==> config.mk <==
export PLATFORM = sky130hd
export DESIGN_NAME = softmax_scheduler_flat
export DESIGN_NICKNAME = d
export VERILOG_FILES = /design/src/rtl/softmax_scheduler_if.sv /design/src/rtl/softmax_scheduler.sv /design/src/flat_wrapper.sv
export SDC_FILE = /design/constraint.sdc
export NUM_CORES = 1
export LEC_CHECK = 0
export ABC_AREA = 1
export BUFFER_PORTS_ARGS = -buffer_cell sky130_fd_sc_hd__buf_2
export CORE_AREA = 2 2 204 206
export DETAILED_ROUTE_END_ITERATION = 12
export DIE_AREA = 0 0 206 208
export GPL_TIMING_DRIVEN = 0
export PLACE_DENSITY = 0.68
export SYNTH_ARGS = -nofsm -noshare
export SYNTH_HDL_FRONTEND = slang
export SYNTH_SLANG_ARGS = --single-unit
==> constraint.sdc <==
create_clock -name clk -period 2.6 [get_ports clk]
set_input_delay 0.13 -clock clk [delete_from_list [all_inputs] [get_ports clk]]
set_output_delay 0.13 -clock clk [all_outputs]
set_load 0.005 [all_outputs]
==> src/rtl/softmax_scheduler_if.sv <==
// Handshake and bus bundle between the output neuron layer, softmax_unit and the
// result consumer. master is the scheduler's view, slave is the surrounding system.
interface softmax_scheduler_if #(
    parameter int N_CLASSES = 10,
    parameter int DW        = 16
);
    logic                    nv_valid;
    logic                    nv_ready;
    logic [DW-1:0]           nv_data;
    logic                    nv_last;
    logic [N_CLASSES*DW-1:0] sm_neurons;
    logic                    sm_in_valid;
    logic [N_CLASSES*DW-1:0] sm_softmax;
    logic                    sm_out_valid;
    logic                    res_valid;
    logic                    res_ready;
    logic [N_CLASSES*DW-1:0] res_probs;
    logic [3:0]              res_class;
    logic [DW-1:0]           res_max;
    logic                    busy;
    logic                    err_frame;
    logic                    err_timeout;

    modport master (
        input  nv_valid, nv_data, nv_last, sm_softmax, sm_out_valid, res_ready,
        output nv_ready, sm_neurons, sm_in_valid, res_valid, res_probs, res_class,
               res_max, busy, err_frame, err_timeout
    );

    modport slave (
        output nv_valid, nv_data, nv_last, sm_softmax, sm_out_valid, res_ready,
        input  nv_ready, sm_neurons, sm_in_valid, res_valid, res_probs, res_class,
               res_max, busy, err_frame, err_timeout
    );
endinterface

==> src/rtl/softmax_scheduler.sv <==
// Frame collector, softmax launcher and sequential argmax. Valid/ready rule on
// nv_* and res_*: a transfer happens on a rising edge where valid && ready are both 1.
module softmax_scheduler #(
    parameter int N_CLASSES = 10,
    parameter int DW        = 16,
    parameter int TIMEOUT   = 255
) (
    input  logic                clk,
    input  logic                rst_n,
    softmax_scheduler_if.master bus,
    output logic [2:0]          dbg_state
);
    localparam int CW = $clog2(N_CLASSES);
    localparam int TW = $clog2(TIMEOUT + 1);
    localparam logic [CW-1:0] LAST_IDX = CW'(N_CLASSES - 1);
    localparam logic [TW-1:0] TO_LAST  = TW'(TIMEOUT - 1);

    typedef enum logic [2:0] {
        S_COLLECT = 3'd0,
        S_DRAIN   = 3'd1,
        S_LAUNCH  = 3'd2,
        S_WAIT    = 3'd3,
        S_ARGMAX  = 3'd4,
        S_HOLD    = 3'd5
    } state_t;

    state_t                  state, state_nx;
    logic [CW-1:0]           cnt;
    logic [CW-1:0]           arg_i;
    logic [TW-1:0]           wait_cnt;
    logic [N_CLASSES*DW-1:0] frame;
    logic [N_CLASSES*DW-1:0] probs;
    logic [3:0]              best_idx;
    logic [DW-1:0]           best_val;
    logic [DW-1:0]           cand;
    logic                    err_frame_q;
    logic                    beat_acc;
    logic                    short_frame;
    logic                    long_frame;
    logic                    timed_out;

    always_comb begin
        state_nx    = state;
        short_frame = 1'b0;
        long_frame  = 1'b0;
        timed_out   = 1'b0;
        beat_acc    = bus.nv_valid && (state == S_COLLECT || state == S_DRAIN);
        case (state)
            S_COLLECT: begin
                if (beat_acc) begin
                    if (cnt == LAST_IDX) begin
                        if (bus.nv_last) begin
                            state_nx = S_LAUNCH;
                        end else begin
                            long_frame = 1'b1;
                            state_nx   = S_DRAIN;
                        end
                    end else if (bus.nv_last) begin
                        short_frame = 1'b1;
                    end
                end
            end
            S_DRAIN:  if (beat_acc && bus.nv_last) state_nx = S_COLLECT;
            S_LAUNCH: state_nx = S_WAIT;
            S_WAIT: begin
                if (bus.sm_out_valid) begin
                    state_nx = S_ARGMAX;
                end else if (wait_cnt == TO_LAST) begin
                    timed_out = 1'b1;
                    state_nx  = S_COLLECT;
                end
            end
            S_ARGMAX: if (arg_i == LAST_IDX) state_nx = S_HOLD;
            S_HOLD:   if (bus.res_ready) state_nx = S_COLLECT;
            default:  state_nx = S_COLLECT;
        endcase
    end

    always_ff @(posedge clk or negedge rst_n) begin
        if (!rst_n) state <= S_COLLECT;
        else        state <= state_nx;
    end

    // Element under test this ARGMAX cycle; index 0 seeds the running max.
    assign cand = probs[int'(arg_i)*DW +: DW];

    always_ff @(posedge clk or negedge rst_n) begin
        if (!rst_n) begin
            cnt         <= '0;
            arg_i       <= '0;
            wait_cnt    <= '0;
            frame       <= '0;
            probs       <= '0;
            best_idx    <= '0;
            best_val    <= '0;
            err_frame_q <= 1'b0;
        end else begin
            err_frame_q <= short_frame || long_frame;
            case (state)
                S_COLLECT: begin
                    if (beat_acc) begin
                        frame[int'(cnt)*DW +: DW] <= bus.nv_data;
                        if (short_frame || cnt == LAST_IDX) cnt <= '0;
                        else                                cnt <= cnt + 1'b1;
                    end
                end
                S_LAUNCH: wait_cnt <= '0;
                S_WAIT: begin
                    wait_cnt <= wait_cnt + 1'b1;
                    if (bus.sm_out_valid) begin
                        probs <= bus.sm_softmax;
                        arg_i <= '0;
                    end
                end
                S_ARGMAX: begin
                    // Strictly greater keeps the lowest index on ties.
                    if (arg_i == '0 || cand > best_val) begin
                        best_val <= cand;
                        best_idx <= 4'(arg_i);
                    end
                    arg_i <= arg_i + 1'b1;
                end
                default: ;
            endcase
        end
    end

    // nv_ready is gated by rst_n so every output reads 0 while reset is held.
    assign bus.nv_ready    = rst_n && (state == S_COLLECT || state == S_DRAIN);
    assign bus.sm_in_valid = (state == S_LAUNCH);
    assign bus.sm_neurons  = frame;
    assign bus.res_valid   = (state == S_HOLD);
    assign bus.res_probs   = probs;
    assign bus.res_class   = best_idx;
    assign bus.res_max     = best_val;
    assign bus.busy        = !(state == S_COLLECT && cnt == '0);
    assign bus.err_frame   = err_frame_q;
    assign bus.err_timeout = timed_out;
    assign dbg_state       = state;
endmodule

==> src/flat_wrapper.sv <==
// flat-port wrapper written by rule: the top's interface ports become plain ports
module softmax_scheduler_flat 
#(
    parameter int N_CLASSES = 10,
    parameter int DW        = 16,
    parameter int TIMEOUT   = 255
)
  (clk, rst_n, dbg_state, bus_nv_valid, bus_nv_data, bus_nv_last, bus_sm_softmax, bus_sm_out_valid, bus_res_ready, bus_nv_ready, bus_sm_neurons, bus_sm_in_valid, bus_res_valid, bus_res_probs, bus_res_class, bus_res_max, bus_busy, bus_err_frame, bus_err_timeout);
  softmax_scheduler_if #(.N_CLASSES(N_CLASSES), .DW(DW)) bus_i ();
  input  logic clk;
  input  logic rst_n;
  output logic [2:0] dbg_state;
  input wire logic [$bits(bus_i.nv_valid)-1:0] bus_nv_valid;
  input wire logic [$bits(bus_i.nv_data)-1:0] bus_nv_data;
  input wire logic [$bits(bus_i.nv_last)-1:0] bus_nv_last;
  input wire logic [$bits(bus_i.sm_softmax)-1:0] bus_sm_softmax;
  input wire logic [$bits(bus_i.sm_out_valid)-1:0] bus_sm_out_valid;
  input wire logic [$bits(bus_i.res_ready)-1:0] bus_res_ready;
  output wire logic [$bits(bus_i.nv_ready)-1:0] bus_nv_ready;
  output wire logic [$bits(bus_i.sm_neurons)-1:0] bus_sm_neurons;
  output wire logic [$bits(bus_i.sm_in_valid)-1:0] bus_sm_in_valid;
  output wire logic [$bits(bus_i.res_valid)-1:0] bus_res_valid;
  output wire logic [$bits(bus_i.res_probs)-1:0] bus_res_probs;
  output wire logic [$bits(bus_i.res_class)-1:0] bus_res_class;
  output wire logic [$bits(bus_i.res_max)-1:0] bus_res_max;
  output wire logic [$bits(bus_i.busy)-1:0] bus_busy;
  output wire logic [$bits(bus_i.err_frame)-1:0] bus_err_frame;
  output wire logic [$bits(bus_i.err_timeout)-1:0] bus_err_timeout;
  assign bus_i.nv_valid = bus_nv_valid;
  assign bus_i.nv_data = bus_nv_data;
  assign bus_i.nv_last = bus_nv_last;
  assign bus_i.sm_softmax = bus_sm_softmax;
  assign bus_i.sm_out_valid = bus_sm_out_valid;
  assign bus_i.res_ready = bus_res_ready;
  assign bus_nv_ready = bus_i.nv_ready;
  assign bus_sm_neurons = bus_i.sm_neurons;
  assign bus_sm_in_valid = bus_i.sm_in_valid;
  assign bus_res_valid = bus_i.res_valid;
  assign bus_res_probs = bus_i.res_probs;
  assign bus_res_class = bus_i.res_class;
  assign bus_res_max = bus_i.res_max;
  assign bus_busy = bus_i.busy;
  assign bus_err_frame = bus_i.err_frame;
  assign bus_err_timeout = bus_i.err_timeout;
  softmax_scheduler #(.N_CLASSES(N_CLASSES), .DW(DW), .TIMEOUT(TIMEOUT)) u_core (.clk(clk), .rst_n(rst_n), .bus(bus_i), .dbg_state(dbg_state));
endmodule
==> out/qor.txt, run 1 <==
Fin util - 58.41%
Rel. slew slack - 36.08%
Power Internal - 17.50 mW
Total of max-cap violations - 0
Status - complete, but fails checks
Req. time, crit path - 3.06 ns
Setup crit start kind - register
FF+latch count, synth - 360
# rows - 74
Clock skew - 0.01548 ns
Via/cell ratio - 5.375
Hold Fails Final Rpt - 0
Post-Syn Area per Cell - 9.876 um^2
Io pins - 531
Setup violators final - 20
Switch share - 43.16%
Filler cells - 3343
Clk pin slew, worst setup/hold paths - 0.06 ns
Comb pwr share - 48.0%
CTS tree - built
Worst Hold Depth - 5
Min-delay worst type - in2reg
Final WS setup - -0.3676 ns
Synthesized netlist cell count - 1661
Violated checks - setup timing
Fin Hold WS - 0.02658 ns
Crit end category - register
Setup TNS - -6.937 ns
Layout cells sized above 1 - 38.84%
Wire length per cell - 22.20 um
R2R setup slack - -0.37 ns
Pre-antenna DRT Iters - 6
Antenna-violating nets left - 0
Initial Utilization - 40.45%
Length in cells of the worst reg-to-reg path - 19
Total nets after synthesis - 1870
Max Fclk - 337.0 MHz
Vias in the first global route - 16600
Peak supply drop - 0.7962 mV
DP HPWL - 48.27 mm
Max Root-Sink Buffers - 3
Crit path arrival time - 3.43 ns
RSZ-0062 raised after global routing - yes
Library cells used by synthesis - 42
# nets final - 2639
Clock power frac - 19.3%
Ys async rst share - 100.0%
DIE HEIGHT - 208 um
Maximum net fanout on the critical path - 10
Core Area - 40550 um^2
Initial antenna violation count - 3
CTS buffer count - 41
GRT Util Overall - 30.66%
Setup CP Type - reg2reg
CTS H-tree depth - 2
Mapped Area - 16400 um^2
Slew Limit Fails - 0
Final WL - 66.46 mm
Final instance area - 23690 um^2
Placed cell area - 19790 um^2
Number of port buffers - 530
Grt total ovfl - 0
Seq pwr share - 32.7%
Pwr dens - 1300 nW/um^2
Switching power - 13.29 mW
Leakage - 11.92 nW
Worst-margin pin slew - 0.9589 ns
Initial DRC count - 1250
First-pass GRT wire length - 99.60 mm
Number of enable flip-flop cells after synthesis - 0
Fin crit period - 2.968 ns
Clock root cell - clkbuf_16
Area delta synth->final - 44.40%
Sequential area share after synthesis - 54.92%
Die X-Extent - 206 um
Die footprint - 42850 um^2
Final GP Congestion - 0.9275
Via count - 16090
Primary FF master, synth - dfrtp_1
Period utilisation layout - 114.1%
DRC viols - 0
Largest net degree at the start of global routing - 126
Clk sinks - 360
Clock network latency to the later pin of the worst-skew pair - 0.57 ns
Yosys Warn Count - 0
what timing repair did:
item / in CTS / in global routing
resized for setup: 149 / 68
cloned: 3 / 0
hold endpoints to repair: 316 / 0
setup buffers: 13 / 1
hold buffers: 177 / 0
endpoints found under the setup margin: 142 / 130
pin swaps: 17 / 18
critical path: stages, from the launching register on:
cell,delay [ns]
dfrtp_1,0.42
buf_6,0.18
buf_8,0.15
nor2_4,0.11
nor2_2,0.05
o21ai_4,0.07
o211ai_1,0.23
nand3_2,0.18
nand2_2,0.10
ha_4,0.28
nand4_1,0.12
nor3_2,0.22
nand2_1,0.07
nand2_1,0.06
nand2_1,0.07
nand2_2,0.13
nand2_4,0.11
buf_8,0.19
nand2_1,0.06
nand2_1,0.05
final timing paths:
kind                                                startpoint                                     end
setup reg to reg                   u_core.arg_i[0]$_DFFE_PN0P_      u_core.bus.res_max[12]$_DFFE_PN0P_
hold / removal                                    bus_nv_valid         u_core.dbg_state[1]$_DFFE_PN0P_
min in group asynchronous                                rst_n  u_core.bus.sm_neurons[157]$_DFFE_PN0P_
setup / recovery                   u_core.arg_i[0]$_DFFE_PN0P_      u_core.bus.res_max[12]$_DFFE_PN0P_
hold reg to reg            u_core.bus.res_class[0]$_DFFE_PN0P_     u_core.bus.res_class[0]$_DFFE_PN0P_
max in group asynchronous                                rst_n    u_core.bus.res_probs[90]$_DFFE_PN0P_
area by class of cell:
| class | instances | area [um^2] | area share, % |
|---|---|---|---|
| Clock buffer | 57 | 1209 | 5.102 |
| Antenna cell | 3 | 7.507 | 0.03169 |
| Tap cell | 532 | 665.6 | 2.810 |
| Clock inverter | 15 | 145.1 | 0.6127 |
| Inverter | 90 | 351.6 | 1.484 |
| Timing Repair Buffer | 726 | 4638 | 19.58 |
| Multi-Input combinational cell | 1113 | 6879 | 29.04 |
| Buffer | 98 | 780.7 | 3.296 |
| Sequential cell | 360 | 9011 | 38.04 |
power by group through the flow:
stage	Clock (mW)	Combinational [mW]	Sequential (mW)
final	5.96	14.8	10.1
after floorplan	0	7.03	9.53
after global routing	6.24	16.1	10.2
after global placement	0	12.6	9.86
after detailed placement	0	12.8	9.93
after CTS	5.97	14.2	9.92
logic make-up after synthesis:
group / share of synthesized area (%)
DFF: 54.92
adders and majority gates: 2.059
muxes: 12.01
buffers and inverters: 5.103
and+or+nand+nor: 15.70
xor gates and xnor gates: 0.2594
AOI/OAI and AO/OA: 9.954
synth_stat cells (9+ instances only):
| cell | n | area [um^2] |
|---|---|---|
| a21oi_1 | 37 | 185.2 |
| buf_2 | 42 | 210.2 |
| buf_6 | 9 | 101.4 |
| clkbuf_1 | 39 | 146.4 |
| dfrtp_1 | 360 | 9009 |
| ha_1 | 27 | 337.8 |
| inv_1 | 79 | 296.5 |
| mux2_1 | 14 | 157.7 |
| mux2_2 | 161 | 1813 |
| nand2_1 | 350 | 1314 |
| nand3_1 | 59 | 295.3 |
| nor2_1 | 148 | 555.5 |
| nor3_1 | 40 | 200.2 |
| o211ai_1 | 32 | 240.2 |
| o21ai_0 | 114 | 570.6 |
| o21ai_1 | 54 | 270.3 |
| o31ai_1 | 32 | 240.2 |
layer usage:
layer / track usage (%) / vias up / share of wire (%)
li1: - / 7139 / -
met1: 35.42 / 7810 / 37
met2: 51.43 / 905 / 48
met3: 7.957 / 240 / 8.7
met4: 17.17 / 0 / 6.4
met5: 0 / - / 0
state kept, by name (all words and copies together) (netlist names):
register / flops
u_core.bus.sm_neurons: 160
u_core.wait_cnt: 8
u_core.bus.res_max: 16
u_core.bus.err_frame: 1
u_core.bus.res_class: 4
u_core.cnt: 4
u_core.dbg_state: 3
u_core.arg_i: 4
u_core.bus.res_probs: 160
placed cells by master (no fill, tap or decap), types with 8 or more instances in the layout:
cell and instances:
o31ai_1 32, mux2_2 161, clkbuf_4 9, o21a_1 8, clkbuf_8 13, o21ai_1 68, clkbuf_2 13, buf_6 11
dlygate4sd3_1 177, buf_2 562, dfrtp_1 358, nor3_1 36, o21ai_0 89, nand2_2 15, buf_4 21, mux2_1 14
o211ai_1 32, clkinv_2 10, nor2_2 15, clkbuf_1 17, a21oi_1 37, ha_1 22, nand3_1 46, inv_1 77
clkbuf_16 48, nor2_1 132, nand3_2 15, nand2_1 338
stage by stage:
stage	total power [mW]	std cells	setup slack, ns
floorplan	16.55	1661	0.04974
global placement	22.49	2723	-5.563
detailed placement	22.73	2725	-1.099
CTS	30.13	2990	-0.2600
global route	32.63	2994	-0.4755
finish	30.79	2994	-0.3676
Power figures use the tool's default switching activity.
==> run 2, diff against run 1 <==
BUFFER_PORTS_ARGS = unset   (was -buffer_cell sky130_fd_sc_hd__buf_2)
CORE_AREA = 2 2 205 207   (was 2 2 204 206)
DIE_AREA = 0 0 207 209   (was 0 0 206 208)
DONT_BUFFER_PORTS = 1   (was unset)
PLACE_DENSITY = unset   (was 0.68)
==> run 2 against run 1 <==
  * The run ends with hold timing, setup timing left
  * Routed wire length decreased by 7.1%
  * Via count fell by 14%
  * First-iteration DRC count decreased by 5.9%
  * Cell area shrank 11%
  * Critical path depth up 1
  * Cell count shrank 18%
  * Sequential power grew 8%
  * Worst hold slack got worse by 0.75 ns
  * Clock power fell by 5.7%
  * Total power fell by 7.6%
  * Combinational power decreased by 20%
  * Register-to-register slack got worse by 0.05 ns
  * Critical path type unchanged
  * Largest cell class unchanged
  * Highest routed layer unchanged
==> out/qor.txt, run 2 (synthesis results as in run 1) <==
FF-to-FF Start - u_core.arg_i[0]$_DFFE_PN0P_
Setup CP Type - reg2reg
Crit end category - register
Final WS setup - -0.4147 ns
Io pins - 531
Die X-Extent - 207 um
DP HPWL - 45.55 mm
RSZ-0062 raised after global routing - yes
Max Root-Sink Buffers - 3
Peak supply drop - 0.8759 mV
Initial antenna violation count - 3
Commonest non-fill, non-tap cell in the layout - dfrtp_1
Post-CTS Hold Buffers - 181
Period utilisation layout - 115.9%
Maximum net fanout on the critical path - 5
Grt total ovfl - 0
Worst-margin pin slew - 1.005 ns
Power Internal - 15.92 mW
Core Area - 41290 um^2
Multi-input gate area - 6943 um^2
Metal3 WL - 6.063 mm
Clock skew - 0.01798 ns
Clock root cell - clkbuf_16
Clk sinks - 360
Die footprint - 43260 um^2
Crit path arrival time - 3.45 ns
Seq pwr share - 38.5%
Fin util - 50.91%
Via count - 13830
CTS H-tree depth - 2
Antenna-violating nets left - 0
DRC viols - 0
Final GP Congestion - 0.9095
Final WL - 61.75 mm
Filler cells - 3647
Layout cells sized above 1 - 22.72%
Switch share - 44.03%
Vias in the first global route - 14150
Setup TNS - -7.924 ns
# rows - 75
Critical path, cell by cell - inv_4 -> buf_8 -> clkbuf_16 -> nor2_1 -> o211ai_1 -> nand3_2 -> nand2_2 -> ha_4 -> nand2_1 -> nor2_2 -> nand2_1 -> nand2_1 -> nand2_1 -> nand2_1 -> nand2_2 -> nand2_4 -> nand2_8 -> buf_8 -> nand2_2 -> nand2_1
Pre-antenna DRT Iters - 6
Initial DRC count - 1176
Violated checks - hold timing, setup timing
Req. time, crit path - 3.03 ns
Fin crit period - 3.015 ns
Largest net degree at the start of global routing - 362
Setup crit start kind - register
Clock power frac - 19.8%
Leakage - 9.501 nW
Clock network latency to the later pin of the worst-skew pair - 0.56 ns
Routed wl met2 - 30.71 mm
Fin Hold WS - -0.7209 ns
Reg-to-reg endpoint - u_core.bus.res_max[8]$_DFFE_PN0P_
Via/cell ratio - 5.600
Max Fclk - 331.7 MHz
# nets final - 2113
Rel. slew slack - 32.77%
Number of port buffers - 0
Placed cell area - 17080 um^2
Setup violators final - 20
Final instance area - 21020 um^2
Slew Limit Fails - 0
Pre-CTS WS - -1.148 ns
Most frequent cells in the layout - 357 x dfrtp_1, 315 x nand2_1, 181 x dlygate4sd3_1, 161 x mux2_2, 130 x nor2_1
Wire length per cell - 25.00 um
DIE HEIGHT - 209 um
Clk pin slew, worst setup/hold paths - 0.07 ns
Switching power - 12.52 mW
Area delta synth->final - 28.13%
Critical Path Max Stage Delay - 0.45 ns
CTS tree - built
Length in cells of the worst reg-to-reg path - 20
Top Layer Used - met4
Final Power - 28.44 mW
Post-Route M1 WL - 22.52 mm
Min-delay worst type - in2async
First-pass GRT wire length - 91.55 mm
Status - complete, but fails checks
Pwr dens - 1353 nW/um^2
R2R setup slack - -0.41 ns
GRT Util Overall - 27.85%
Register area - 9012 um^2
Dominant cell type by count on the critical path - nand2_1
Comb pwr share - 41.7%
CTS buffer count - 40
Hold Fails Final Rpt - 360
Initial Utilization - 39.73%
Total of max-cap violations - 0
Slowest CP cell - dfrtp_2
[run 2: cell count changes in the layout (fill, tap and decap cells not counted), moves of 3 or more]
cell,delta
buf_2,-526
nand2_1,-23
nand2_2,+21
clkbuf_8,-5
o21ai_1,+5
dlygate4sd3_1,+4
clkbuf_16,-3
clkbuf_2,-3
inv_6,-3
nor2_4,+3
nor3_2,-3
[run 2: cell type report]
cell class / count / area share, %
diodes: 3 / 0.03572
plain buffers: 98 / 3.631
clock buffers: 52 / 5.221
clock inverters: 14 / 0.7500
inverters: 90 / 1.667
multi-input cells: 1113 / 33.03
flip-flops and latches: 360 / 42.88
well taps: 539 / 3.209
repair buffers: 201 / 9.578
[run 2: worst max path at each step]
stage	startpoint	endpoint	slack [ns]	cells past startpoint
3_5_place_dp	u_core.arg_i[0]$_DFFE_PN0P_	u_core.bus.res_max[4]$_DFFE_PN0P_	-1.15	20
3_3_place_gp	u_core.arg_i[0]$_DFFE_PN0P_	u_core.bus.res_max[14]$_DFFE_PN0P_	-1.12	20
6_report	u_core.arg_i[0]$_DFFE_PN0P_	u_core.bus.res_max[8]$_DFFE_PN0P_	-0.41	20
5_1_grt	u_core.arg_i[0]$_DFFE_PN0P_	u_core.bus.res_max[8]$_DFFE_PN0P_	-0.55	19
2_1_floorplan	u_core.arg_i[1]$_DFFE_PN0P_	u_core.bus.res_class[0]$_DFFE_PN0P_	0.05	17
4_1_cts	u_core.arg_i[0]$_DFFE_PN0P_	u_core.bus.res_max[4]$_DFFE_PN0P_	-0.32	19
[run 2: critical path: cells and delay by family, from the launching register on]
kind / cells / cell delay [ns]
AO/OA/AOI/OAI: 1 / 0.45
adder cells (fa/ha/maj): 1 / 0.14
buffers and inverters: 4 / 0.56
flip-flops: 1 / 0.45
AND/OR/NAND/NOR: 14 / 1.29
[run 2: repair_timing]
item | CTS | global route
buffers inserted | 8 | 5
pin swaps | 19 | 28
resized for setup | 129 | 113
endpoints found under the setup margin | 170 | 147
gates cloned | 7 | 0
endpoints found under the hold margin | 598 | 360
[run 2: routing by layer]
layer / vias to the layer above / global-route usage, %
met4: 0 / 11.50
met3: 151 / 10.10
met5: - / 0
met2: 745 / 47.82
met1: 6838 / 31.36
li1: 6098 / -
[run 2: metrics by stage]
| step | hold WS, ns | std cells |
|---|---|---|
| after floorplan | -0.1656 | 1661 |
| final | -0.7209 | 2470 |
| after CTS | -0.7558 | 2462 |
| after detailed placement | -0.1586 | 2200 |
| after global routing | -0.7531 | 2469 |
| after global placement | -0.1585 | 2200 |
[run 2: power by group through the flow]
stage / Combinational, mW / Clock, mW / Sequential [mW]
4_1_cts: 11.0 / 5.68 / 10.9
6_report: 11.9 / 5.62 / 10.9
2_1_floorplan: 7.03 / 0 / 9.53
5_1_grt: 13.0 / 5.89 / 11.2
3_5_place_dp: 9.71 / 0 / 10.9
3_3_place_gp: 9.55 / 0 / 10.9
